### config.mk
export PLATFORM = sky130hd
export DESIGN_NAME = router_reg_flat
export DESIGN_NICKNAME = d
export VERILOG_FILES = /design/src/rtl/router_reg_if.sv /design/src/rtl/router_reg.sv /design/src/flat_wrapper.sv
export SDC_FILE = /design/constraint.sdc
export NUM_CORES = 1
export LEC_CHECK = 0
export ABC_AREA = 1
export BUFFER_PORTS_ARGS = -buffer_cell sky130_fd_sc_hd__buf_2
export CORE_MARGIN = 2
export CORE_UTILIZATION = 50
export CTS_BUF_LIST = sky130_fd_sc_hd__clkbuf_8 sky130_fd_sc_hd__clkbuf_16
export DETAILED_ROUTE_END_ITERATION = 12
export PLACE_DENSITY = 0.71
export SLEW_MARGIN = 20
export SYNTH_ARGS = -nofsm -noshare
export SYNTH_HDL_FRONTEND = slang
export SYNTH_SLANG_ARGS = --single-unit
### constraint.sdc
create_clock -name clk -period 1.65 [get_ports clk]
set_input_delay 0.0825 -clock clk [delete_from_list [all_inputs] [get_ports clk]]
set_output_delay 0.0825 -clock clk [all_outputs]
set_load 0.01 [all_outputs]
### src/rtl/router_reg_if.sv
// Router register-block bus: source byte stream, FSM state flags and the
// registered results handed to the destination FIFO.
//   master : drives pkt_valid, data_in, fifo_full and the one-hot FSM flags;
//            observes dout, parity_done, low_pkt_valid, err
//   slave  : the register block (router_reg)
interface router_reg_if;
  localparam int unsigned DATA_W = 8;

  logic              pkt_valid;
  logic [DATA_W-1:0] data_in;
  logic              fifo_full;
  logic              detect_addr;
  logic              lfd_state;
  logic              ld_state;
  logic              laf_state;
  logic              full_state;
  logic              rst_int_req;
  logic [DATA_W-1:0] dout;
  logic              parity_done;
  logic              low_pkt_valid;
  logic              err;

  modport master (
    output pkt_valid, data_in, fifo_full,
    output detect_addr, lfd_state, ld_state, laf_state, full_state, rst_int_req,
    input  dout, parity_done, low_pkt_valid, err
  );

  modport slave (
    input  pkt_valid, data_in, fifo_full,
    input  detect_addr, lfd_state, ld_state, laf_state, full_state, rst_int_req,
    output dout, parity_done, low_pkt_valid, err
  );
endinterface

### src/rtl/router_reg.sv
// Router register block: latches the header, forwards bytes to the
// destination FIFO, parks a byte while the FIFO is full, accumulates the
// running XOR parity and flags a parity mismatch at packet end.
//   clk : clock, rising edge
//   rst : synchronous, active-low reset
//   bus : router_reg_if.slave (stream in, FSM flags in, dout/status out)
module router_reg (
  input logic        clk,
  input logic        rst,
  router_reg_if.slave bus
);
  localparam int unsigned DATA_W = 8;
  localparam logic [1:0]  ADDR_INVALID = 2'b11;

  logic [DATA_W-1:0] header;
  logic [DATA_W-1:0] full_byte;
  logic [DATA_W-1:0] int_parity;
  logic [DATA_W-1:0] pkt_parity;
  logic [DATA_W-1:0] dout;
  logic              parity_done;
  logic              parity_done_d;
  logic              low_pkt_valid;
  logic              err;

  logic              pkt_valid;
  logic [DATA_W-1:0] data_in;
  logic              fifo_full;
  logic              detect_addr;
  logic              lfd_state;
  logic              ld_state;
  logic              laf_state;
  logic              full_state;
  logic              rst_int_req;

  assign pkt_valid   = bus.pkt_valid;
  assign data_in     = bus.data_in;
  assign fifo_full   = bus.fifo_full;
  assign detect_addr = bus.detect_addr;
  assign lfd_state   = bus.lfd_state;
  assign ld_state    = bus.ld_state;
  assign laf_state   = bus.laf_state;
  assign full_state  = bus.full_state;
  assign rst_int_req = bus.rst_int_req;

  assign bus.dout          = dout;
  assign bus.parity_done   = parity_done;
  assign bus.low_pkt_valid = low_pkt_valid;
  assign bus.err           = err;

  // Header capture; address 3 is not a valid destination.
  always_ff @(posedge clk) begin
    if (!rst) begin
      header <= '0;
    end else if (detect_addr && pkt_valid && (data_in[1:0] != ADDR_INVALID)) begin
      header <= data_in;
    end
  end

  // Output byte select and the byte parked while the FIFO is full.
  always_ff @(posedge clk) begin
    if (!rst) begin
      dout      <= '0;
      full_byte <= '0;
    end else begin
      if (lfd_state)                    dout <= header;
      else if (ld_state && !fifo_full)  dout <= data_in;
      else if (laf_state)               dout <= full_byte;

      if (ld_state && fifo_full) full_byte <= data_in;
    end
  end

  // Running parity; a parked byte is folded in when it is captured, so the
  // laf_state replay must not touch the accumulator.
  always_ff @(posedge clk) begin
    if (!rst) begin
      int_parity <= '0;
      pkt_parity <= '0;
    end else begin
      if (detect_addr)                             int_parity <= '0;
      else if (lfd_state)                          int_parity <= int_parity ^ header;
      else if (ld_state && pkt_valid && !full_state) int_parity <= int_parity ^ data_in;

      if (ld_state && !pkt_valid && !fifo_full) pkt_parity <= data_in;
    end
  end

  // Packet-end status; detect_addr clears beat any set condition.
  always_ff @(posedge clk) begin
    if (!rst) begin
      parity_done   <= 1'b0;
      parity_done_d <= 1'b0;
      low_pkt_valid <= 1'b0;
      err           <= 1'b0;
    end else begin
      parity_done_d <= parity_done;

      if (detect_addr)
        parity_done <= 1'b0;
      else if ((ld_state && !fifo_full && !pkt_valid) ||
               (laf_state && low_pkt_valid && !parity_done))
        parity_done <= 1'b1;

      if (rst_int_req)                  low_pkt_valid <= 1'b0;
      else if (ld_state && !pkt_valid)  low_pkt_valid <= 1'b1;

      // Compare one cycle after parity_done rises, once pkt_parity has settled.
      if (detect_addr)                         err <= 1'b0;
      else if (parity_done && !parity_done_d)  err <= (int_parity != pkt_parity);
    end
  end
endmodule

### src/flat_wrapper.sv
// flat-port wrapper written by rule: the top's interface ports become plain ports
module router_reg_flat 
  (clk, rst, bus_pkt_valid, bus_data_in, bus_fifo_full, bus_detect_addr, bus_lfd_state, bus_ld_state, bus_laf_state, bus_full_state, bus_rst_int_req, bus_dout, bus_parity_done, bus_low_pkt_valid, bus_err);
  router_reg_if bus_i ();
  input logic clk;
  input logic rst;
  input wire logic [$bits(bus_i.pkt_valid)-1:0] bus_pkt_valid;
  input wire logic [$bits(bus_i.data_in)-1:0] bus_data_in;
  input wire logic [$bits(bus_i.fifo_full)-1:0] bus_fifo_full;
  input wire logic [$bits(bus_i.detect_addr)-1:0] bus_detect_addr;
  input wire logic [$bits(bus_i.lfd_state)-1:0] bus_lfd_state;
  input wire logic [$bits(bus_i.ld_state)-1:0] bus_ld_state;
  input wire logic [$bits(bus_i.laf_state)-1:0] bus_laf_state;
  input wire logic [$bits(bus_i.full_state)-1:0] bus_full_state;
  input wire logic [$bits(bus_i.rst_int_req)-1:0] bus_rst_int_req;
  output wire logic [$bits(bus_i.dout)-1:0] bus_dout;
  output wire logic [$bits(bus_i.parity_done)-1:0] bus_parity_done;
  output wire logic [$bits(bus_i.low_pkt_valid)-1:0] bus_low_pkt_valid;
  output wire logic [$bits(bus_i.err)-1:0] bus_err;
  assign bus_i.pkt_valid = bus_pkt_valid;
  assign bus_i.data_in = bus_data_in;
  assign bus_i.fifo_full = bus_fifo_full;
  assign bus_i.detect_addr = bus_detect_addr;
  assign bus_i.lfd_state = bus_lfd_state;
  assign bus_i.ld_state = bus_ld_state;
  assign bus_i.laf_state = bus_laf_state;
  assign bus_i.full_state = bus_full_state;
  assign bus_i.rst_int_req = bus_rst_int_req;
  assign bus_dout = bus_i.dout;
  assign bus_parity_done = bus_i.parity_done;
  assign bus_low_pkt_valid = bus_i.low_pkt_valid;
  assign bus_err = bus_i.err;
  router_reg u_core (.clk(clk), .rst(rst), .bus(bus_i));
endmodule
# After elaboration in Yosys (flattened, before gate mapping)
# Cells that the tools add are included.
[word_totals]
register_bits = 44
elab_cells = 41
out_inout_bits = 11
[classes]
n_reduce_logical = 22
muxes = 5
n_eq_ne = 2
bitwise_logic = 3
[op_table]
columns = ["cell", "n"]
rows = [
  ["8-bit two-way mux", 5],
  ["8-bit bitwise XOR", 2],
  ["1-bit logical AND", 12],
  ["8-bit != test", 1],
  ["1-bit zero test", 5],
  ["2-bit OR reduction", 2],
  ["3-bit nonzero test", 1],
  ["2-bit != test (second input constant)", 1],
  ["2-bit nonzero test", 1],
  ["1-bit logical OR", 1],
  ["1-bit NOT", 1],
]

# Depth between registers and ports, before layout
[depth]
word_depth = 4
mapped_depth = 7

# Worst setup path before layout
# Ideal clock, no wire load.
[synth_path]
kind = "register to register"
from = "register u_core.parity_done, in the netlist u_core.bus.parity_done"
to = "register u_core.err, in the netlist u_core.bus.err"
path_stages_with_launch = 8
t_required_ns = 1.533
period_less_slack_ns = 0.961
path_buffers = 0
setup_time_ns = 0.117
arrival_time_ns = 0.844
slack_ns = 0.689
cell_sequence = "dfxtp_1 > inv_1 > nor2_1 > nand2_1 > nor2_1 > nand3_1 > nor2_1 > nor2_1"
[synth_between]
elab_chain_len = 1
[synth_lines]
columns = ["item", "line", "text"]
rows = [
  ["from (decl)", "router_reg.sv:20", "logic parity_done;"],
  ["from (signal assigned)", "router_reg.sv:91", "parity_done <= 1'b0;"],
  ["from (signal assigned)", "router_reg.sv:99", "parity_done <= 1'b0;"],
  ["from (signal assigned)", "router_reg.sv:102", "parity_done <= 1'b1;"],
  ["1-bit logical AND", "router_reg.sv:109", "else if (parity_done && !parity_done_d) err <= (int_parity != pkt_parity);"],
  ["to (signal assigned)", "router_reg.sv:109", ""],
  ["to (decl)", "router_reg.sv:23", "logic err;"],
]
# No other way between the ends.
# A chain may end at the register's enable or synchronous reset.

# Final worst setup path
# Same ends and word-level chain as after synthesis.

==> flow_metrics.py <==
metrics = {
    "setup_path": {
        "critPathRequiredTime_ps": 1840,
        "path_class": "register to register",
        "worstPathArrival_ps": 1260,
        "critical_path.max_fanout": 4,
        "worst_setup_path_end_kind": "register",
        "r2r_cells": 7,
        "critPathLaunchType": "register",
    },
    "synthesis": {
        "yosys.area.top_type": "dfxtp_1",
        "synth_edf_count": 0,
        "synth_nets": 292,
        "ys_top_cells_by_area": "dfxtp_1 (45%), nand2_1 (12%), a21oi_1 (9.0%), o21ai_0 (8.4%), inv_1 (6.3%)",
        "yosysWarnings": 0,
        "synth_commonest_cells": "nand2_1 (63), dfxtp_1 (44), a21oi_1 (35)",
        "synthCells": 274,
        "syn_area_per_cell_um2": 7.14,
        "synth_ff_type": "dfxtp_1",
        "synthDistinctLibCells": 23,
        "ys_seq_area_share_pct": 45.0,
        "netlist_area_um2": 1960,
        "synth_seq_cells": 44,
        "synth_top_area_share_pct": 45.0,
        "yosysMostFrequentCell": "nand2_1",
        "synth-async-reset-ratio_pct": 0,
    },
    "clock_tree": {
        "postCtsSetupRepairBufs": 0,
        "cts_made_buffers": 5,
        "clock_latency_ps": 300,
        "cts-resized-gates": 0,
        "clock_sinks": 44,
        "cts_hold_buffers": 1,
        "root_buffer": "clkbuf_8",
        "h-tree-depth": 2,
        "cts_tree": "built",
        "clockBufferDepth": 2,
        "path_clk_slew_ps": 80,
    },
    "worst_hold_path": {
        "min_path_type": "input pin to register",
        "hold_path_depth": 3,
    },
    "final_layout": {
        "drive_gt1_share_pct": 14.9,
        "nets": 320,
        "final_core_util_pct": 59.4,
        "final_area_um2": 2210,
        "fillers": 369,
        "final_cells": 350,
        "areaGrowthSynthToFinish_pct": 12.9,
        "diodes": 0,
    },
    "power": {
        "power.density_nw_per_um2": 971,
        "vdd_drop_max_v": 0.000499,
        "p_leak_nw": 0.986,
    },
    "sta": {
        "setup_tns_ps": 0,
        "clock_skew_ps": 7.84,
        "finalCriticalPeriod_ps": 1070,
        "worst_pin_slew_ps": 483,
        "setup_viol_count_final": 0,
        "fmax_mhz": 934,
        "drv_slew": 0,
        "slew_headroom_pct": 67.7,
        "finalCritPeriodShare_pct": 64.9,
        "final_hold_viol_count": 0,
        "fin_ws_ps": 579,
        "rsz0062_at_grt": "no",
    },
    "floorplan": {
        "die_x_um": 66.6,
        "rows": 22,
        "coreArea_um2": 3720,
        "start_util_pct": 52.7,
        "die_h_um": 66.6,
        "dieArea_um2": 4430,
        "ios": 29,
    },
    "global_route": {
        "grt_max_degree": 34,
        "grt_pass1_vias": 1628,
        "grt_pass1_wl_mm": 7.76,
        "antenna_found_initial": 0,
        "grt-ovfl-total": 0,
        "track_usage_pct": 23.4,
    },
    "drt": {
        "wire_per_inst_um": 13.5,
        "drc": 0,
        "routed_wl_mm": 4.74,
        "drt_iter0_drc": 168,
        "final_antenna_net_count": 0,
        "vias_per_cell": 5.29,
        "dr.pass1.iters": 5,
        "num_vias": 1853,
    },
    "run_status": {
        "status": "completed",
    },
    "place": {
        "dpl.cell_count": 342,
        "dpl-instance-area_um2": 2100,
        "port_buffers": 28,
        "post-place-ws_ps": 517,
        "place_hpwl_mm": 3.19,
        "place_congestion": 0.814,
    },
    "flow_run": {
        "drv_cap": 0,
    },
}
[metal layers]
| metal | global-route usage [%] | up-vias | routed length [um] |
|---|---|---|---|
| met5 | 0 | - | 0 |
| met4 | 6.12 | 0 | 39 |
| met3 | 4.05 | 6 | 363 |
| met2 | 35.9 | 68 | 2020 |
| met1 | 33.9 | 839 | 2320 |
| li1 | - | 940 | - |
[cell type report]
cell class	count	area, um^2	share of cell area [%]
multi-input cells	186	882	39.9
flip-flops and latches	44	881	39.9
repair buffers	30	158	7.14
inverters	35	131	5.95
clock buffers	7	96.3	4.36
well taps	48	60.1	2.72
[worst max-delay path, cell delays in order, from the launching register on]
cell and delay [ps]:
dfxtp_1 370, inv_1 50, nor2_1 120, nand2_1 60
nor2_1 110, nand3_1 100, nor2_1 110, nor2_1 50
[logic make-up (layout without fill, tap and decap cells)]
| logic type | Yosys count | count (layout) | share of synthesized area (%) |
|---|---|---|---|
| simple gates | 104 | 104 | 22.2 |
| compound gates | 79 | 79 | 21.5 |
| flops | 44 | 44 | 45.0 |
| buf+inv | 44 | 72 | 9.91 |
| xor+xnor | 3 | 3 | 1.34 |
[flip-flops by register name (all words and copies together) (netlist names)]
| signal | flops |
|---|---|
| u_core.header | 8 |
| u_core.pkt_parity | 8 |
| u_core.full_byte | 8 |
| u_core.bus.err | 1 |
| u_core.bus.dout | 8 |
| u_core.bus.parity_done | 1 |
| u_core.int_parity | 8 |
| u_core.parity_done_d | 1 |
| u_core.bus.low_pkt_valid | 1 |
[placed cells by master, fill, tap and decap left out]
| cell type | netlist | routed |
|---|---|---|
| a21boi_0 | 2 | 2 |
| a21oi_1 | 35 | 35 |
| a21oi_4 | 1 | 1 |
| a31oi_1 | 7 | 7 |
| buf_2 | 2 | 28 |
| buf_4 | 1 | 1 |
| clkbuf_8 | 0 | 7 |
| dfxtp_1 | 44 | 44 |
| dlygate4sd3_1 | 0 | 1 |
| inv_1 | 33 | 33 |
| inv_2 | 2 | 2 |
| nand2_1 | 63 | 63 |
| nand2_2 | 1 | 1 |
| nand3_1 | 10 | 10 |
| nor2_1 | 24 | 24 |
| nor2_2 | 3 | 3 |
| nor2_4 | 1 | 1 |
| nor3_1 | 1 | 1 |
| nor3_4 | 1 | 1 |
| o21ai_0 | 33 | 33 |
| o22ai_1 | 1 | 1 |
| xnor2_1 | 3 | 3 |
[stage by stage]
stage	hold WS [ps]	total power (W)
after floorplan	159	0.00134
after global placement	247	0.00143
after detailed placement	261	0.00143
after CTS	71.2	0.00214
after global routing	84.8	0.00225
final	66.4	0.00214
[power by group]
part / total [W] / internal, W / switching, W
sequential: 0.00115 / 0.00112 / 0.0000276
clock: 0.000731 / 0.000373 / 0.000357
combinational: 0.000268 / 0.0000932 / 0.000174
total: 0.00214 / 0.00158 / 0.000559
[path summary, 6_finish.rpt]
path	from	endpoint	slack [ps]
max reg2reg	u_core.bus.parity_done	u_core.bus.err	580
max	u_core.bus.parity_done	u_core.bus.err	580
min reg2reg	u_core.full_byte[0]	u_core.full_byte[0]	450
min	rst	u_core.bus.low_pkt_valid	70
No activity file was read; power rests on OpenSTA's default activity.
